**config.mk**
```make
export PLATFORM = sky130hd
export DESIGN_NAME = controle_multiplicador
export DESIGN_NICKNAME = d
export VERILOG_FILES = /design/src/rtl/controle_multiplicador.sv
export SDC_FILE = /design/constraint.sdc
export NUM_CORES = 1
export LEC_CHECK = 0
export BUFFER_PORTS_ARGS = -buffer_cell sky130_fd_sc_hd__buf_2
export CAP_MARGIN = 20
export CORE_MARGIN = 2
export CORE_UTILIZATION = 40
export DETAILED_ROUTE_END_ITERATION = 16
export HOLD_SLACK_MARGIN = 0.08
export PLACE_DENSITY = 0.66
export SLEW_MARGIN = 20
export SYNTH_ARGS = -nofsm -noshare
export SYNTH_HDL_FRONTEND = slang
export SYNTH_SLANG_ARGS = --single-unit
```
**constraint.sdc**
```tcl
create_clock -name clk_i -period 1.9 [get_ports clk_i]
set_input_delay 0.19 -clock clk_i [delete_from_list [all_inputs] [get_ports clk_i]]
set_output_delay 0.19 -clock clk_i [all_outputs]
set_load 0.02 [all_outputs]
```
**src/rtl/controle_multiplicador.sv**
```systemverilog
`default_nettype none
// ============================================================================
//  Module      : controle_multiplicador
//  Description : Sequential shift-add unsigned multiplier with a four-state
//                controller (IDLE, LOAD, CALC, DONE) and a level start
//                handshake. The product is 2*WIDTH bits wide and is held
//                in a result register until the next completion.
//                Optional early termination is enabled by defining the
//                macro CONTROLE_MULT_EARLY_EXIT_EN. With early termination,
//                CALC ends as soon as the remaining multiplier bits are zero.
//  Revision    : 1.0 - initial release
// ============================================================================
module controle_multiplicador #(
    parameter int WIDTH = 4
) (
    input  logic                 clk_i,
    input  logic                 rst_i,
    input  logic                 start_i,
    input  logic [WIDTH-1:0]     A_i,
    input  logic [WIDTH-1:0]     B_i,
    output logic [2*WIDTH-1:0]   result_o,
    output logic                 busy_o,
    output logic                 done_o,
    output logic [1:0]           fsm_state_o
);

    // Iteration counter is at least one bit wide so WIDTH=1 still elaborates
    localparam int                 c_CNT_W  = (WIDTH > 1) ? $clog2(WIDTH) : 1;
    localparam logic [c_CNT_W-1:0] c_LAST   = c_CNT_W'(WIDTH - 1);
    localparam logic [c_CNT_W-1:0] c_CNT_ONE = c_CNT_W'(1);

    typedef enum logic [1:0] {
        S_IDLE = 2'd0,
        S_LOAD = 2'd1,
        S_CALC = 2'd2,
        S_DONE = 2'd3
    } state_t;

    state_t               r_state;
    state_t               w_state_next;

    logic [2*WIDTH-1:0]   r_mcand;
    logic [WIDTH-1:0]     r_mplier;
    logic [2*WIDTH-1:0]   r_acc;
    logic [c_CNT_W-1:0]   r_cnt;
    logic [2*WIDTH-1:0]   r_result;

    logic [2*WIDTH-1:0]   w_addend;
    logic [2*WIDTH-1:0]   w_acc_next;
    logic                 w_last_iter;

    // Partial product for this iteration; carry-out cannot occur
    assign w_addend   = r_mplier[0] ? r_mcand : '0;
    assign w_acc_next = r_acc + w_addend;

`ifdef CONTROLE_MULT_EARLY_EXIT_EN
    // Stop once no set multiplier bits remain after this iteration's shift
    assign w_last_iter = (r_cnt == c_LAST) || ((r_mplier >> 1) == '0);
`else
    assign w_last_iter = (r_cnt == c_LAST);
`endif

    // State register
    always_ff @(posedge clk_i) begin
        if (rst_i) begin
            r_state <= S_IDLE;
        end else begin
            r_state <= w_state_next;
        end
    end

    // Next-state logic; start_i only matters in IDLE and DONE
    always_comb begin
        w_state_next = r_state;
        case (r_state)
            S_IDLE:  if (start_i)     w_state_next = S_LOAD;
            S_LOAD:                   w_state_next = S_CALC;
            S_CALC:  if (w_last_iter) w_state_next = S_DONE;
            S_DONE:  if (!start_i)    w_state_next = S_IDLE;
            default:                  w_state_next = S_IDLE;
        endcase
    end

    // Datapath: operands captured in LOAD, one shift-add step per CALC edge
    always_ff @(posedge clk_i) begin
        if (rst_i) begin
            r_mcand  <= '0;
            r_mplier <= '0;
            r_acc    <= '0;
            r_cnt    <= '0;
            r_result <= '0;
        end else begin
            case (r_state)
                S_LOAD: begin
                    r_mcand  <= {{WIDTH{1'b0}}, A_i};
                    r_mplier <= B_i;
                    r_acc    <= '0;
                    r_cnt    <= '0;
                end
                S_CALC: begin
                    r_acc    <= w_acc_next;
                    r_mcand  <= r_mcand << 1;
                    r_mplier <= r_mplier >> 1;
                    r_cnt    <= r_cnt + c_CNT_ONE;
                    if (w_last_iter) begin
                        r_result <= w_acc_next;
                    end
                end
                default: begin
                    // IDLE and DONE: hold everything, result stays visible
                end
            endcase
        end
    end

    // Status outputs depend on the state register only
    assign busy_o      = (r_state == S_LOAD) || (r_state == S_CALC);
    assign done_o      = (r_state == S_DONE);
    assign fsm_state_o = r_state;
    assign result_o    = r_result;

endmodule
`default_nettype wire

```
# After elaboration in Yosys (flattened, before gate mapping)
# Cells that the tools add are included.
dict set report word_totals {
  word_cells 29
  inputBits 11
  output_inout_bits 12
  regBits 32
}
dict set report classes {
  eq_ne 7
  reduce_logical 5
  mux 9
  n_addsub 2
}
# op count
set op_table {}
lappend op_table {{8-bit case mux with 2 select lines} 2}
lappend op_table {{8-bit adder} 1}
lappend op_table {{8-bit two-way mux} 1}
lappend op_table {{2-bit case mux with 4 select lines} 1}
lappend op_table {{4-bit case mux with 2 select lines} 1}
lappend op_table {{2-bit equality test (second input constant)} 3}
lappend op_table {{2-bit two-way mux} 3}
lappend op_table {{2-bit inequality test (second input constant)} 3}
lappend op_table {{2-bit case mux with 2 select lines} 1}
lappend op_table {{3-bit AND reduction} 1}
lappend op_table {{2-bit by 1-bit adder with 2-bit output (second input constant)} 1}
lappend op_table {{2-bit by 1-bit equality test with 1-bit output (second input constant)} 1}
lappend op_table {{2-bit logical NOT} 1}
lappend op_table {{2-bit AND reduction} 1}
lappend op_table {{2-bit nonzero test} 1}
lappend op_table {{1-bit logical OR} 1}

# Longest topological paths before layout
# Gate-level depths: netlist of run 1.
dict set report depth {
  depth_word 3
  ltp_mapped 8
  depth_no_buf 8
}

# Worst setup path before layout of run 1
# No wires, ideal clock.
dict set report synth_timing {
  path_type {register to register}
  start {register r_mplier[0]}
  end {register r_acc[6]}
  synth_period_minus_slack_ps 2032
  setup_ps 87
  setup_slack_ps -132
  path_stages_with_launch 9
  n_path_buf 0
  arrival_ps 1945
  cell_sequence {dfxtp_1 -> and2_1 -> ha_1 -> inv_1 -> fa_1 -> nand2b_1 -> a2111oi_2 -> a211oi_1 -> o31ai_1}
}
dict set report synth_via {
  elab_chain_cells 3
}
# element line
set synth_rtl {}
lappend synth_rtl {{start: declaration} 43} ;# logic [WIDTH-1:0] r_mplier;
lappend synth_rtl {{start signal: assignment} 96} ;# r_mplier <= B_i;
lappend synth_rtl {{start signal: assignment} 103} ;# r_mplier <= r_mplier >> 1;
lappend synth_rtl {{8-bit two-way mux} 53} ;# assign w_addend = r_mplier[0] ? r_mcand : '0;
lappend synth_rtl {{8-bit adder} 54} ;# assign w_acc_next = r_acc + w_addend;
lappend synth_rtl {{8-bit case mux with 2 select lines} 93} ;# case (r_state)
lappend synth_rtl {{end signal: assignment} 101} ;# r_acc <= w_acc_next;
lappend synth_rtl {{end: declaration} 44} ;# logic [2*WIDTH-1:0] r_acc;
# Every way passes these cells.
# A chain may end at the register's enable or synchronous reset.

# Final worst setup path of run 1
dict set report layout_timing {
  start {register r_mplier[0]}
  end {register r_result[5] (netlist: result_o[5])}
}
dict set report layout_via {
  elab_chain_cells 2
}
# element line
set layout_rtl {}
lappend layout_rtl {{8-bit two-way mux} 53}
lappend layout_rtl {{8-bit adder} 54}
lappend layout_rtl {{end signal: assignment} 106} ;# r_result <= w_acc_next;
lappend layout_rtl {{end: declaration} 46} ;# logic [2*WIDTH-1:0] r_result;
# Every way passes these cells.

==> flow_summary.ini, run 1 <==
[outcome]
outcome = complete, but fails checks
failed_checks = setup timing

[timing]
maxSlewViolCount = 0
totalNegativeSetupSlack_ps = -64.55
worst_pin_slew_ps = 381.2
fin_ws_ps = -29.13
setup_viol_count_final = 3
layout_min_cycle_time_ps = 1929
max_clock_freq_mhz = 518.4
rsz0062_at_grt = true
clock_skew_ps = 3.225
finalCritPeriodShare_pct = 101.5
finalHoldViolations = 0
relSlewSlack_pct = 74.32

[logic_synthesis]
syn_nets = 232
synth-xor-area-share_pct = 0.9901
synth_compound_area_share_pct = 20.16
synth.area.mux_share_pct = 4.526
synth_sequential_area_ratio_pct = 36.21
netlist_area_um2 = 1769
yosys.area_share.adder_pct = 9.618
synth.ff_latch_count = 32
syn_avg_cell_area_um2 = 8.506
synthCells = 208
yosys_warnings = 0
synthDistinctLibCells = 41
synth_top_family_by_area = simple AND/OR/NAND/NOR gates
yosys.area_share.simple_pct = 23.83

[routing]
drc = 0
routedWlPerCell_um = 13.53
wirelength_met1_um = 1882
vias_per_cell = 5.322
drtIter0Drc = 56
routed.top_layer = met4
drt_pass1_iterations = 4
finalWirelength_um = 3990
wl_met3_um = 189
wl_met2_um = 1819
via_count = 1570
postRouteAntennaNets = 0

[clock_tree]
clk_pin_slew_worst_paths_ps = 60
root_buffer = clkbuf_8
hold_buffers = 0
worstSkewPairLatency_ps = 290
htreeDepth = 2
cts_buffers = 5
clock_sinks = 32
tritoncts = yes
cts_buffer_depth = 2

[final_layout]
drive_above_1_share_pct = 28.81
syn_to_final_growth_pct = 27.23
final_core_util_pct = 52.42
diodes = 0
fin_nets = 266

[setup_path]
critPathLaunchType = flop
crit_slowest_cell = dfxtp_4
critical_path.startpoint = r_mplier[0]$_SDFFE_PP0P_
critPathCaptureType = flop
max_stage_delay_ps = 350
worstPathRequired_ps = 2070
cp_max_fo = 6
arrival_ps = 2100
regToRegSetupSlack_ps = -30
reg2reg_to = result_o[5]$_SDFFE_PP0P_
cp_cell_sequence = nand2_1 -> inv_1 -> ha_1 -> a211oi_2 -> o21a_1 -> nor3_1 -> or3b_1
r2r_cells = 7
criticalPathCategory = flop to flop
timing.rr.start = r_mplier[0]$_SDFFE_PP0P_

[grt]
grt_max_degree = 39
grt_pass1_wl_um = 6258
track_usage_pct = 16.10
grt_pass1_vias = 1387
grt_remaining_overflow = 0
antenna_found_initial = 0

[placed_design]
dp_slack_ps = -57.49
port_buffers = 22
dpl.hpwl_um = 2641
gp_congestion = 0.9288

[floorplanning]
coreArea_um2 = 4294
rows = 24
die_width_um = 70.51
start_util_pct = 41.20
die_height_um = 70.51
die_area_um2 = 4971
io_pins = 23

[power_and_ir_drop]
p_leak_nw = 0.8659
power.density_nw_per_um2 = 1094
vdd_drop_max_mv = 0.5456
design_power_total_mw = 2.463

[worst_hold_path]
worstHoldEndpoint = r_mplier[3]$_SDFFE_PP0P_
min_from = B_i[3]
hold_depth = 3
hold_class = input port to flop

[run]
max-cap-violations = 0
==> registers in the layout, summed over array words and instances (netlist names) <==
name / flops
result_o: 8
r_cnt: 2
r_mcand: 8
r_acc: 8
fsm_state_o: 2
r_mplier: 4
==> repair_timing <==
item / CTS / global route
resized for setup: 4 / 19
setup buffers: 1 / 3
endpoints found under the setup margin: 4 / 8
pin swaps: 0 / 10
==> worst max-delay path, delay by kind of cell, from the launching register on <==
kind / cells / cell delay, ps
buffers and inverters: 1 / 50
and+or+nand+nor: 3 / 520
DFF: 1 / 350
adders and majority gates: 1 / 300
AOI/OAI and AO/OA: 2 / 590
==> cells in the mapped netlist <==
master / count / area, µm²
a221o_2: 1 / 11.26
nand3b_1: 3 / 22.52
mux2i_1: 8 / 80.08
o21bai_1: 1 / 7.510
nand2_1: 12 / 45.04
nor2_1: 16 / 60.06
xnor2_1: 1 / 8.760
ha_1: 12 / 150.1
nor3b_1: 1 / 7.510
o211ai_1: 1 / 7.510
or3b_1: 1 / 8.760
buf_2: 3 / 15.01
nor2b_1: 5 / 31.28
fa_1: 1 / 20.02
a211oi_1: 8 / 60.06
a211o_1: 3 / 26.28
nand3_1: 11 / 55.05
dfxtp_1: 32 / 640.6
a21oi_1: 20 / 100.1
and2_1: 7 / 43.79
clkbuf_1: 8 / 30.03
and3_1: 1 / 6.260
nand4_1: 3 / 18.77
o2111ai_1: 1 / 8.760
o21ai_2: 1 / 8.760
o221ai_1: 1 / 8.760
nand2b_1: 14 / 87.58
a21o_1: 3 / 22.52
o311ai_0: 1 / 8.760
o31ai_1: 3 / 22.52
xor2_1: 1 / 8.760
and2_2: 1 / 7.510
o21ai_0: 4 / 20.02
a2111oi_2: 1 / 15.01
or3_1: 1 / 6.260
a211oi_2: 1 / 12.51
nor3_1: 3 / 15.01
o21a_1: 1 / 7.510
or2_2: 1 / 6.260
a311oi_1: 1 / 8.760
inv_1: 10 / 37.54
==> per-stage QoR <==
stage	std cells	hold slack [ps]	area (µm²)
6_report	295	136.3	2251
5_1_grt	295	168.8	2251
4_1_cts	292	124.8	2148
3_5_place_dp	283	425.4	2013
3_3_place_gp	283	427.9	2013
2_1_floorplan	208	329.1	1780
==> routing by layer <==
| layer | GRT usage, % | vias to the layer above |
|---|---|---|
| li1 | - | 800 |
| met1 | 21.59 | 729 |
| met2 | 23.38 | 34 |
| met3 | 3.896 | 7 |
| met4 | 9.615 | 0 |
| met5 | 0 | - |
==> placed cells by master, fill, tap and decap left out, types with 2 or more instances in the layout <==
cell,instances
o21ai_2,2
a21oi_1,18
nand2b_1,13
ha_1,7
nand2_1,12
and2_4,3
nor2b_1,4
a21o_1,3
buf_4,15
a211oi_1,7
a21oi_2,2
and2_1,4
mux2i_1,8
dfxtp_1,30
inv_1,9
buf_2,22
nor2_1,16
a211oi_2,2
nand3b_1,3
nand3_1,11
clkbuf_8,5
a211o_1,3
ha_4,4
nor3_1,3
nand4_1,3
o31ai_1,2
o21ai_0,2
==> worst max path at each step <==
| stage | endpoint | slack [ps] | cells past startpoint |
|---|---|---|---|
| after floorplan | r_acc[6]$_SDFFE_PP0P_ | 20 | 8 |
| after global placement | result_o[6]$_SDFFE_PP0P_ | 3 | 8 |
| after detailed placement | r_acc[6]$_SDFFE_PP0P_ | -60 | 8 |
| after CTS | r_acc[6]$_SDFFE_PP0P_ | -8 | 8 |
| after global routing | r_acc[6]$_SDFFE_PP0P_ | -120 | 8 |
| final | result_o[5]$_SDFFE_PP0P_ | -30 | 7 |
==> cell type report <==
type | instances | area, µm²
Clock buffer | 6 | 72.57
Clock inverter | 2 | 35.03
Fill cell | 430 | 2043
Inverter | 10 | 37.54
Multi-Input combinational cell | 155 | 1152
Sequential cell | 32 | 645.6
Tap cell | 52 | 65.06
Timing Repair Buffer | 38 | 242.7
==> report_power, final <==
part | total (mW) | internal [mW] | switching (mW)
clock network | 0.647 | 0.389 | 0.259
registers | 0.828 | 0.762 | 0.0658
logic | 0.988 | 0.444 | 0.544
total | 2.46 | 1.60 | 0.868
==> kinds of logic (layout without fill, tap and decap cells) <==
kind of cell               Yosys count  in the layout
AOI/OAI and AO/OA                   52             52
xor gates and xnor gates             2              2
adders and majority gates           13             13
buffers and inverters               21             56
DFF                                 32             32
muxes                                8              8
and+or+nand+nor                     80             80
Power figures use the tool's default switching activity.
==> inputs of run 2 (changes only) <==
--- a/config.mk
+++ b/config.mk
@@ -11,7 +11,9 @@
 export CORE_UTILIZATION = 40
 export DETAILED_ROUTE_END_ITERATION = 16
 export HOLD_SLACK_MARGIN = 0.08
-export PLACE_DENSITY = 0.66
+export PLACE_DENSITY = 0.64
+export REMOVE_ABC_BUFFERS = 1
+export SETUP_SLACK_MARGIN = 0.2
 export SLEW_MARGIN = 20
 export SYNTH_ARGS = -nofsm -noshare
 export SYNTH_HDL_FRONTEND = slang
==> constraint.sdc (replaced) <==
create_clock -name clk_i -period 2.2 [get_ports clk_i]
set_input_delay 0.22 -clock clk_i [delete_from_list [all_inputs] [get_ports clk_i]]
set_output_delay 0.22 -clock clk_i [all_outputs]
set_load 0.02 [all_outputs]
==> flow_summary.ini, run 2 (same netlist as run 1, synthesis figures left out) <==
[timing]
max_clock_freq_mhz = 521.0
setup_viol_count_final = 0
finalHoldViolations = 0
rsz0062_at_grt = true
worst_pin_slew_ps = 376.1
maxSlewViolCount = 0
totalNegativeSetupSlack_ps = 0
layout_min_cycle_time_ps = 1920
clock_skew_ps = 7.242
relSlewSlack_pct = 74.66
finalCritPeriodShare_pct = 87.25

[floorplanning]
die_height_um = 70.51
start_util_pct = 41.20
die_area_um2 = 4971
rows = 24
io_pins = 23
die_width_um = 70.51
coreArea_um2 = 4294

[setup_path]
timing.rr.start = r_mplier[0]$_SDFFE_PP0P_
r2r_cells = 7
worstPathRequired_ps = 2370
crit_slowest_cell = or3b_1
critPathCaptureType = flop
cp_max_fo = 8
cp_cell_sequence = buf_4 -> and2_1 -> ha_4 -> o21ai_2 -> o21a_1 -> o2111ai_2 -> or3b_1
critical_path.startpoint = r_mplier[0]$_SDFFE_PP0P_
criticalPathCategory = flop to flop
max_stage_delay_ps = 350
regToRegSetupSlack_ps = 280
arrival_ps = 2080
critPathLaunchType = flop
reg2reg_to = result_o[5]$_SDFFE_PP0P_

[worst_hold_path]
hold_depth = 3
worstHoldEndpoint = r_mcand[0]$_SDFFE_PP0P_
min_from = A_i[0]
hold_class = input port to flop

[power_and_ir_drop]
switching_power_mw = 0.7495
vdd_drop_max_mv = 0.7031
p_seq_share_pct = 34.2
swShare_pct = 36.09
p_comb_share_pct = 39.3
power.share.clock_pct = 26.6
p_leak_nw = 0.8446
p_int_mw = 1.327
power.density_nw_per_um2 = 941.0

[placed_design]
placed_area_um2 = 1944
gp_congestion = 0.8368
dpl.hpwl_um = 2594
port_buffers = 22

[grt]
track_usage_pct = 15.55
antenna_found_initial = 0
grt_remaining_overflow = 0
grt_pass1_wl_um = 6127
grt_max_degree = 34
grt_pass1_vias = 1361

[final_layout]
final_cell_area_um2 = 2207
drive_above_1_share_pct = 25.32
nFillCells = 436
mostFrequentLayoutCells = dfxtp_1 (31), buf_2 (22), a21oi_1 (19), nor2_1 (15), nand2b_1 (13)
final_common_cell = dfxtp_1
syn_to_final_growth_pct = 24.75
fin_nets = 260
diodes = 0

[clock_tree]
worstSkewPairLatency_ps = 290
tritoncts = yes
clk_pin_slew_worst_paths_ps = 60
clock_sinks = 32
cts_buffers = 5
cts_buffer_depth = 2
htreeDepth = 2
root_buffer = clkbuf_8

[run]
max-cap-violations = 0

[routing]
finalWirelength_um = 3891
postRouteAntennaNets = 0
drtIter0Drc = 107
drc = 0
drt_pass1_iterations = 4
vias_per_cell = 5.266
routedWlPerCell_um = 13.46
via_count = 1522

[outcome]
outcome = finished clean
[run 2: cell types whose count changed in the layout (fill, tap and decap cells not counted), sizes merged]
cell  change
buf       -6
[run 2: metrics by stage]
| stage | setup slack (ps) | power (mW) | instances | utilization (%) | hold WS (ps) |
|---|---|---|---|---|---|
| 2_1_floorplan | 38.24 | 1.267 | 197 | - | 289.1 |
| 3_3_place_gp | 159.0 | 1.503 | 277 | 45.28 | 441.5 |
| 3_5_place_dp | 104.5 | 1.506 | 277 | 45.28 | 443.0 |
| 4_1_cts | 192.3 | 2.064 | 285 | 48.02 | 163.2 |
| 5_1_grt | 178.7 | 2.204 | 289 | 51.40 | 186.9 |
| 6_report | 280.4 | 2.077 | 289 | 51.40 | 162.9 |
[run 2: critical path: cells and delay by family (launching register included)]
family / cells / cell delay (ps)
fa+ha+maj: 1 / 290
buf+inv: 1 / 150
compound gates: 3 / 500
simple gates: 2 / 550
flops: 1 / 310
[run 2: final cells by class]
type,instances,area [µm²],area share [%]
multi-input cells,155,1170,53.00
flip-flops and latches,32,641.9,29.08
repair buffers,32,185.2,8.390
clock buffers,6,72.57,3.288
well taps,52,65.06,2.948
inverters,10,37.54,1.701
clock inverters,2,35.03,1.587
[run 2: what timing repair did]
| item | CTS | global route |
|---|---|---|
| hold buffers | 0 | 0 |
| pin swaps | 0 | 7 |
| buffers inserted | 0 | 4 |
| gates resized for setup | 2 | 20 |
| endpoints found under the setup margin | 2 | 8 |
| endpoints found under the hold margin | 0 | 0 |
[run 2: worst max path at each step]
stage	depth (start not counted)	end	slack (ps)
after floorplan	5	r_acc[4]$_SDFFE_PP0P_	40
after global placement	8	result_o[6]$_SDFFE_PP0P_	160
after detailed placement	8	r_acc[6]$_SDFFE_PP0P_	100
after CTS	8	result_o[5]$_SDFFE_PP0P_	190
after global routing	7	r_acc[6]$_SDFFE_PP0P_	180
final	7	result_o[5]$_SDFFE_PP0P_	280
[run 2: layer usage]
metal  GRT usage, %  vias to the layer above  part of all wire [%]
met5              0                        -                     0
met4          7.051                        0                   1.9
met3          4.040                        7                   3.5
met2          23.90                       32                    45
met1          20.46                      688                    49
li1               -                      795                     -
[run 2: power by group through the flow]
stage                     logic (mW)  clock network, mW  registers, mW
final                          0.815              0.551          0.710
after global routing           0.897              0.588          0.719
after CTS                      0.795              0.566          0.704
after detailed placement       0.790                  0          0.716
after global placement         0.787                  0          0.716
after floorplan                0.537                  0          0.730
==> inputs of run 3 (changes only) <==
--- a/config.mk
+++ b/config.mk
@@ -7,11 +7,12 @@
 export LEC_CHECK = 0
 export BUFFER_PORTS_ARGS = -buffer_cell sky130_fd_sc_hd__buf_2
 export CAP_MARGIN = 20
-export CORE_MARGIN = 2
-export CORE_UTILIZATION = 40
+export CELL_PAD_IN_SITES_DETAIL_PLACEMENT = 2
+export CELL_PAD_IN_SITES_GLOBAL_PLACEMENT = 2
+export CORE_UTILIZATION = 34
 export DETAILED_ROUTE_END_ITERATION = 16
 export HOLD_SLACK_MARGIN = 0.08
-export PLACE_DENSITY = 0.64
+export PLACE_DENSITY = 0.83
 export REMOVE_ABC_BUFFERS = 1
 export SETUP_SLACK_MARGIN = 0.2
 export SLEW_MARGIN = 20
==> flow_summary.ini, run 3 (same netlist as run 1, synthesis figures left out) <==
[run]
max-cap-violations = 0

[grt]
track_usage_pct = 19.78
grt_max_degree = 21
antenna_found_initial = 0
grt_remaining_overflow = 0
grt_pass1_wl_um = 8162
grt_pass1_vias = 1700

[setup_path]
critical_path.startpoint = r_mcand[0]$_SDFFE_PP0P_
worstPathBufferInverterCount = 1
max_stage_delay_ps = 380
worstPathRequired_ps = 2390
arrival_ps = 2200
cp_cell_sequence = and2_4 -> ha_4 -> inv_1 -> fa_2 -> nand2b_4 -> a2111oi_4 -> a211oi_2 -> o31ai_1
regToRegSetupSlack_ps = 180
critical-path-top-delay-family = compound AO/OA/AOI/OAI gates
reg2reg_to = r_acc[6]$_SDFFE_PP0P_
timing.rr.start = r_mcand[0]$_SDFFE_PP0P_
r2r_cells = 8
critPathCaptureType = flop
criticalPathCategory = flop to flop
crit_slowest_cell = fa_2
critPathLaunchType = flop
cp_max_fo = 3

[timing]
totalNegativeSetupSlack_ps = 0
clock_skew_ps = 7.499
maxSlewViolCount = 0
max_clock_freq_mhz = 496.1
worst_pin_slew_ps = 418.9
setup_viol_count_final = 0
rsz0062_at_grt = true
finalCritPeriodShare_pct = 91.63
fin_hold_ws_ps = 194.0
layout_min_cycle_time_ps = 2016
finalHoldViolations = 0
relSlewSlack_pct = 72.07

[clock_tree]
worstSkewPairLatency_ps = 280
clock_sinks = 32
tritoncts = yes
hold_buffers = 0
htreeDepth = 2
cts_buffers = 5
root_buffer = clkbuf_8
clk_pin_slew_worst_paths_ps = 70
cts_buffer_depth = 2

[floorplanning]
die_width_um = 74.14
rows = 25
coreArea_um2 = 4848
start_util_pct = 36.49
die_area_um2 = 5496
io_pins = 23
die_height_um = 74.14

[placed_design]
dpl.hpwl_um = 3477
gp_congestion = 0.7999
port_buffers = 22

[final_layout]
diodes = 0
drive_above_1_share_pct = 26.36
syn_to_final_growth_pct = 27.09
mostFrequentLayoutCells = dfxtp_1 (31), buf_2 (22), a21oi_1 (19), nor2_1 (15), nand2b_1 (13)
final_common_cell = dfxtp_1
nFillCells = 535
fin_nets = 262

[routing]
drt_pass1_iterations = 4
routedWlPerCell_um = 18.23
via_count = 1614
finalWirelength_um = 5577
drc = 0
postRouteAntennaNets = 0
drtIter0Drc = 106
vias_per_cell = 5.275

[worst_hold_path]
min_from = A_i[0]
hold_class = input port to flop
worstHoldEndpoint = r_mcand[0]$_SDFFE_PP0P_
hold_depth = 3

[outcome]
outcome = finished clean

[power_and_ir_drop]
power.density_nw_per_um2 = 921.3
vdd_drop_max_mv = 0.5355
p_leak_nw = 0.8420
-- run 3: cell types whose count changed in the layout (fill, tap and decap cells not counted), sizes merged --
cell,previous run,this run
clkinv,1,0
clkbuf,6,8
bufinv,1,0
buf,32,34
-- run 3: final cells by class --
cell class | count | area [µm²] | share of cell area [%]
repair buffers | 34 | 203.9 | 9.071
well taps | 67 | 83.83 | 3.728
clock buffers | 8 | 90.09 | 4.007
multi-input cells | 155 | 1191 | 52.98
inverters | 10 | 37.54 | 1.669
flip-flops and latches | 32 | 641.9 | 28.55
-- run 3: worst register-to-register path: stages (launching register included) --
cell       delay, ps
dfxtp_2          350
and2_4           160
ha_4             120
inv_1             50
fa_2             380
nand2b_4         180
a2111oi_4        350
a211oi_2          80
o31ai_1          250
-- run 3: metrics by stage --
| step | utilization [%] | area (µm²) | std cells | worst slack, ps | power, mW |
|---|---|---|---|---|---|
| floorplan | - | 1724 | 197 | 38.24 | 1.267 |
| global placement | 40.80 | 1978 | 294 | 177.6 | 1.537 |
| detailed placement | 40.80 | 1978 | 294 | 50.32 | 1.559 |
| CTS | 43.25 | 2097 | 302 | 194.6 | 2.054 |
| global route | 46.37 | 2248 | 306 | 123.2 | 2.224 |
| finish | 46.37 | 2248 | 306 | 184.1 | 2.072 |
-- run 3: worst max path at each step --
stage	to	slack, ps	depth (start not counted)
5_1_grt	result_o[4]$_SDFFE_PP0P_	120	9
2_1_floorplan	r_acc[4]$_SDFFE_PP0P_	40	5
3_3_place_gp	r_acc[6]$_SDFFE_PP0P_	180	8
3_5_place_dp	result_o[6]$_SDFFE_PP0P_	50	8
6_report	r_acc[6]$_SDFFE_PP0P_	180	8
4_1_cts	result_o[6]$_SDFFE_PP0P_	190	8
-- run 3: repair_timing --
item | in CTS | in global routing
pin swaps | 2 | 8
gates cloned | 0 | 0
endpoints found under the setup margin | 4 | 6
gates resized for setup | 8 | 19
setup buffers | 0 | 4
-- run 3: metal layers --
metal	share of wire (%)	routed length, µm	global-route usage [%]	vias to the layer above
met5	0	0	0	-
met4	0.95	53	5.769	0
met3	3.1	172	4.065	7
met2	51	2834	35.66	30
met1	45	2516	23.57	785
li1	-	-	-	792
-- run 3: where the power goes --
group / internal (mW) / switching (mW) / leakage, nW
combinational: 0.363 / 0.517 / 0.536
sequential: 0.655 / 0.0613 / 0.260
clock: 0.255 / 0.220 / 0.0455
total: 1.27 / 0.799 / 0.842
